--- src/rtl/wavetable_oscillator_if.sv ---
// Oscillator-side bundle: sample request/frequency controls, wavetable RAM port and sample output.
interface wavetable_oscillator_if #(
    parameter int PHASE_W = 32,
    parameter int ADDR_W  = 12,
    parameter int DATA_W  = 16
);
    logic               SampleTick;
    logic [PHASE_W-1:0] PhaseInc;
    logic               PhaseSync;
    logic [ADDR_W-1:0]  Addr;
    logic [DATA_W-1:0]  RamData;
    logic [DATA_W-1:0]  SampleOut;
    logic               SampleValid;
    logic               Busy;
    logic               Overrun;

    modport master (
        output SampleTick, PhaseInc, PhaseSync, RamData,
        input  Addr, SampleOut, SampleValid, Busy, Overrun
    );

    modport slave (
        input  SampleTick, PhaseInc, PhaseSync, RamData,
        output Addr, SampleOut, SampleValid, Busy, Overrun
    );
endinterface

--- src/rtl/wavetable_oscillator.sv ---
// Phase-accumulator wavetable oscillator: fetches entries idx and idx+1, linearly interpolates by frac.
// Latency: SampleValid pulses 4 cycles after the accepted SampleTick edge.
// No backpressure: ticks arriving while Busy are dropped and flagged on sticky Overrun.
module wavetable_oscillator #(
    parameter int PHASE_W = 32,
    parameter int ADDR_W  = 12,
    parameter int FRAC_W  = 8,
    parameter int DATA_W  = 16
) (
    input logic                   Clk,
    input logic                   Reset,
    wavetable_oscillator_if.slave osc
);
    localparam int PROD_W = DATA_W + FRAC_W + 2;

    typedef enum logic [2:0] {IDLE, ADDR_A, ADDR_B, CAP_B, CALC} state_t;

    state_t              state, next_state;
    logic [PHASE_W-1:0]  phase, inc;
    logic [ADDR_W-1:0]   idx, addr;
    logic [FRAC_W-1:0]   frac;
    logic [DATA_W-1:0]   a_smp, b_smp, sample, interp;
    logic                valid, overrun, pend_sync;
    logic                busy, start, sync_now;
    logic signed [PROD_W-1:0] a_x, b_x, f_x, prod;

    always_ff @(posedge Clk or posedge Reset) begin
        if (Reset) state <= IDLE;
        else       state <= next_state;
    end

    always_comb begin
        next_state = state;
        case (state)
            IDLE:    if (osc.SampleTick) next_state = ADDR_A;
            ADDR_A:  next_state = ADDR_B;
            ADDR_B:  next_state = CAP_B;
            CAP_B:   next_state = CALC;
            CALC:    next_state = IDLE;
            default: next_state = IDLE;
        endcase
    end

    always_comb begin
        busy  = (state != IDLE);
        start = (state == IDLE) && osc.SampleTick;
    end

    assign sync_now = osc.PhaseSync | pend_sync;

    // Full-width signed product keeps (B-A)*frac exact; >>> floors toward -inf.
    assign a_x    = {{(PROD_W-DATA_W){a_smp[DATA_W-1]}}, a_smp};
    assign b_x    = {{(PROD_W-DATA_W){b_smp[DATA_W-1]}}, b_smp};
    assign f_x    = {{(PROD_W-FRAC_W){1'b0}}, frac};
    assign prod   = (b_x - a_x) * f_x;
    assign interp = a_smp + DATA_W'(prod >>> FRAC_W);

    always_ff @(posedge Clk or posedge Reset) begin
        if (Reset) begin
            phase     <= '0;
            inc       <= '0;
            idx       <= '0;
            frac      <= '0;
            addr      <= '0;
            a_smp     <= '0;
            b_smp     <= '0;
            sample    <= '0;
            valid     <= 1'b0;
            overrun   <= 1'b0;
            pend_sync <= 1'b0;
        end else begin
            valid <= 1'b0;
            if (busy && osc.SampleTick) overrun <= 1'b1;
            if (osc.PhaseSync) pend_sync <= 1'b1;
            case (state)
                IDLE: begin
                    if (start) begin
                        inc       <= osc.PhaseInc;
                        pend_sync <= 1'b0;
                        if (sync_now) begin
                            phase <= '0;
                            idx   <= '0;
                            frac  <= '0;
                            addr  <= '0;
                        end else begin
                            idx  <= phase[PHASE_W-1 -: ADDR_W];
                            frac <= phase[PHASE_W-ADDR_W-1 -: FRAC_W];
                            addr <= phase[PHASE_W-1 -: ADDR_W];
                        end
                    end
                end
                ADDR_A: addr  <= idx + ADDR_W'(1);
                ADDR_B: a_smp <= osc.RamData;
                CAP_B:  b_smp <= osc.RamData;
                CALC: begin
                    sample    <= interp;
                    valid     <= 1'b1;
                    phase     <= sync_now ? '0 : phase + inc;
                    pend_sync <= 1'b0;
                end
                default: ;
            endcase
        end
    end

    assign osc.Addr        = addr;
    assign osc.SampleOut   = sample;
    assign osc.SampleValid = valid;
    assign osc.Busy        = busy;
    assign osc.Overrun     = overrun;
endmodule

--- src/flat_wrapper.sv ---
// flat-port wrapper written by rule: the top's interface ports become plain ports
module wavetable_oscillator_flat 
#(
    parameter int PHASE_W = 32,
    parameter int ADDR_W  = 12,
    parameter int FRAC_W  = 8,
    parameter int DATA_W  = 16
)
  (Clk, Reset, osc_SampleTick, osc_PhaseInc, osc_PhaseSync, osc_RamData, osc_Addr, osc_SampleOut, osc_SampleValid, osc_Busy, osc_Overrun);
  wavetable_oscillator_if #(.PHASE_W(PHASE_W), .ADDR_W(ADDR_W), .DATA_W(DATA_W)) osc_i ();
  input logic Clk;
  input logic Reset;
  input wire logic [$bits(osc_i.SampleTick)-1:0] osc_SampleTick;
  input wire logic [$bits(osc_i.PhaseInc)-1:0] osc_PhaseInc;
  input wire logic [$bits(osc_i.PhaseSync)-1:0] osc_PhaseSync;
  input wire logic [$bits(osc_i.RamData)-1:0] osc_RamData;
  output wire logic [$bits(osc_i.Addr)-1:0] osc_Addr;
  output wire logic [$bits(osc_i.SampleOut)-1:0] osc_SampleOut;
  output wire logic [$bits(osc_i.SampleValid)-1:0] osc_SampleValid;
  output wire logic [$bits(osc_i.Busy)-1:0] osc_Busy;
  output wire logic [$bits(osc_i.Overrun)-1:0] osc_Overrun;
  assign osc_i.SampleTick = osc_SampleTick;
  assign osc_i.PhaseInc = osc_PhaseInc;
  assign osc_i.PhaseSync = osc_PhaseSync;
  assign osc_i.RamData = osc_RamData;
  assign osc_Addr = osc_i.Addr;
  assign osc_SampleOut = osc_i.SampleOut;
  assign osc_SampleValid = osc_i.SampleValid;
  assign osc_Busy = osc_i.Busy;
  assign osc_Overrun = osc_i.Overrun;
  wavetable_oscillator #(.PHASE_W(PHASE_W), .ADDR_W(ADDR_W), .FRAC_W(FRAC_W), .DATA_W(DATA_W)) u_core (.Clk(Clk), .Reset(Reset), .osc(osc_i));
endmodule
--- config.mk ---
export PLATFORM = sky130hd
export DESIGN_NAME = wavetable_oscillator_flat
export DESIGN_NICKNAME = d
export VERILOG_FILES = /design/src/rtl/wavetable_oscillator_if.sv /design/src/rtl/wavetable_oscillator.sv /design/src/flat_wrapper.sv
export SDC_FILE = /design/constraint.sdc
export NUM_CORES = 1
export LEC_CHECK = 0
export ABC_AREA = 0
export ABC_CLOCK_PERIOD_IN_PS = 9200
export CAP_MARGIN = 40
export CORE_MARGIN = 1
export CORE_UTILIZATION = 40
export DETAILED_ROUTE_END_ITERATION = 8
export GPL_ROUTABILITY_DRIVEN = 1
export HOLD_SLACK_MARGIN = 0.06
export SLEW_MARGIN = 20
export SYNTH_ARGS = -nofsm -noshare
export SYNTH_HDL_FRONTEND = slang
export SYNTH_SLANG_ARGS = --single-unit
--- constraint.sdc ---
create_clock -name Clk -period 9.2 [get_ports Clk]
set_clock_uncertainty 0.15 [all_clocks]
set_input_delay 2.3 -clock Clk [delete_from_list [all_inputs] [get_ports Clk]]
set_output_delay 2.3 -clock Clk [all_outputs]
set_load 0.05 [all_outputs]
==> results_dict.tcl <==
set metrics [dict create \
    outcome "completed" \
    drt_iter0_drc 448 \
    portBuffers 82 \
    grt-ovfl-total 0 \
    cp.arrival_ps 8770 \
    ys_ff_latch 150 \
    cts_buffers 17 \
    path_buf_inv 4 \
    synth_edf_count 0 \
    num-nets-final 1777 \
    hold_path_class "flop to flop" \
    vias 10056 \
    setup_viol 0 \
    layout-drive-gt1-share_pct 6.95 \
    avgRoutedWirePerCell_um 15.0 \
    slew_violations 0 \
    place_area_mm2 0.0145 \
    slowest_stage "fa_1" \
    syn_area_per_cell_um2 9.09 \
    path_clk_slew_ps 60 \
    whs_ps 315 \
    finalHoldViolCount 0 \
    cts.repair.resized 0 \
    slew_headroom_pct 45.1 \
    fin_util_pct 46.6 \
    mostFrequentLayoutCell "nand2_1" \
    synthDistinctLibCells 64 \
    worstMarginPinSlew_ps 803 \
    drv_cap 0 \
    dieWidth_um 183 \
    holdCritStartpoint "u_core.osc.Overrun" \
    ys.warnings.count 0 \
    start_util_pct 40.5 \
    cp_max_fo 6 \
    final_cell_mix "nand2_1 (222), inv_1 (189), dfrtp_1 (150)" \
    endpoint_kind "flop" \
    track_usage_pct 19.1 \
    dieArea_mm2 0.0336 \
    synth_cells 1446 \
    cts_tree "done" \
    r2r_cells 34 \
    worst-endpoint-required_ps 9410 \
    design_area_mm2 0.0151 \
    ir_worst_vdd_uv 180 \
    cts_buffer_depth 2 \
    dp_hpwl_um 23100 \
    fillers 3148 \
    clkLatencyLatePin_ps 440 \
    synthFlopType "dfrtp_1" \
    fmax_mhz 117 \
    ant_nets 0 \
    cts-root-buf "clkbuf_16" \
    ys_seq_area_share_pct 28.5 \
    place.gp.congestion 0.845 \
    hold_buffers 0 \
    crit_start "u_core.a_smp[1]" \
    clkSinkCount 150 \
    synthArstFlopShare_pct 100 \
    rows 66 \
    final.setup.tns_ps 0 \
    rsz0062_at_grt "no" \
    finalCritPeriodShare_pct 93.0 \
    timing.rr.start "u_core.a_smp[1]" \
    synth_area_mm2 0.0131 \
    coreArea_mm2 0.0325 \
    start_kind "flop" \
    whs_path_depth 1 \
    postCtsSetupBuffers 0 \
    grt_max_degree 66 \
    multi_input_area_mm2 0.00851 \
    routed_wl_um 29500 \
    ios 83 \
    cpLargestDelayFamily "adder cells" \
    antenna_found_initial 0 \
    firstDrtPassIters 5 \
    r2r_slack_ps 650 \
    drc 0 \
    area_growth_pct 14.9 \
    postSynthNetCount 1710 \
    fin_crit_ps 8550 \
    critPathMaxStageDelay_ps 540 \
    reg2reg_to "u_core.osc.SampleOut[15]" \
    worstHoldEndpoint "u_core.osc.Overrun" \
    crit_type "flop to flop" \
    grt_pass1_wl_um 51300 \
    antennaDiodeCount 0 \
    seq_area_mm2 0.00375 \
    die_h_um 183 \
    htree_levels 4 \
    powerDensity_mw_per_mm2 280 \
    p_leak_nw 7.36 \
    drt-vias-per-instance 5.11 \
    grt_pass1_vias 10458 \
]
## stage by stage
stage	std cells	setup WS, ps	power (mW)
2_1_floorplan	1446	1310	2.83
3_3_place_gp	1934	732	3.49
3_5_place_dp	1936	548	3.54
4_1_cts	1968	513	4.25
5_1_grt	1968	33.2	4.62
6_report	1968	647	4.24
## area by class of cell
type | count | area share [%]
multi-input cells | 1051 | 56.3
flip-flops and latches | 150 | 24.8
repair buffers | 101 | 6.56
inverters | 192 | 4.80
well taps | 442 | 3.66
clock buffers | 18 | 2.91
clock inverters | 14 | 0.902
## kinds of logic after synthesis
logic type      synth area share (%)
fa+ha+maj                       26.2
xor+xnor                        5.43
compound gates                  14.2
simple gates                    15.4
flops                           28.5
buf+inv                         6.99
mux                             3.23
## cells in the mapped netlist, types with 3 or more instances
cell	n	area [µm²]
o2111ai_1	4	35.0
clkbuf_1	52	195
a2111oi_0	4	35.0
and3_1	10	62.6
nand2_1	223	837
o22ai_1	4	25.0
mux2_2	35	394
a21oi_1	52	260
or3_1	5	31.3
a221oi_1	6	52.6
a211oi_1	5	37.5
a211o_1	3	26.3
mux2i_1	3	30.0
a21o_1	19	143
o21bai_1	11	82.6
o31ai_1	3	22.5
a31oi_1	9	56.3
and2b_1	5	37.5
a22o_1	17	149
nand4_1	6	37.5
o21a_1	9	67.6
o31a_1	4	35.0
nor2b_1	20	125
a22oi_1	9	67.6
o211ai_1	9	67.6
nand3_1	30	150
inv_1	190	713
xnor2_1	43	377
ha_1	107	1340
dfrtp_1	150	3750
xor2_1	36	315
nor3_1	24	120
nor2_1	42	158
or2_2	4	25.0
o311ai_0	3	26.3
nand2b_1	11	68.8
and2_1	42	263
fa_1	105	2100
a21boi_0	3	22.5
a311oi_1	5	43.8
o21ai_0	92	460
## flip-flops by register name (all words and copies together) (netlist names)
signal,flops
u_core.frac,8
u_core.idx,12
u_core.osc.Overrun,1
u_core.osc.Addr,12
u_core.osc.SampleOut,16
u_core.pend_sync,1
u_core.b_smp,16
u_core.inc,32
u_core.a_smp,16
u_core.phase,32
u_core.state,3
u_core.osc.SampleValid,1
## report_power, final
group	internal, mW	total, mW	switching [mW]
sequential	0.893	1.07	0.172
clock	0.386	0.690	0.305
combinational	0.920	2.48	1.56
## per-layer routing
metal  part of all wire, %  global-route usage [%]  vias up
met5                     0                       0        -
met4                   1.2                    5.13        0
met3                   2.0                    2.40       23
met2                    52                    34.8      124
met1                    45                    23.6     4957
li1                      -                       -     4952
## how the worst max path moves through the flow
| stage | end | slack [ps] | depth (start not counted) |
|---|---|---|---|
| after floorplan | u_core.osc.SampleOut[15] | 1310 | 36 |
| after global placement | u_core.osc.SampleOut[15] | 730 | 38 |
| after detailed placement | u_core.osc.SampleOut[15] | 550 | 38 |
| after CTS | u_core.osc.SampleOut[15] | 510 | 38 |
| after global routing | u_core.osc.SampleOut[15] | 30 | 38 |
| final | u_core.osc.SampleOut[15] | 650 | 34 |
(Power assumes the default switching activity.)
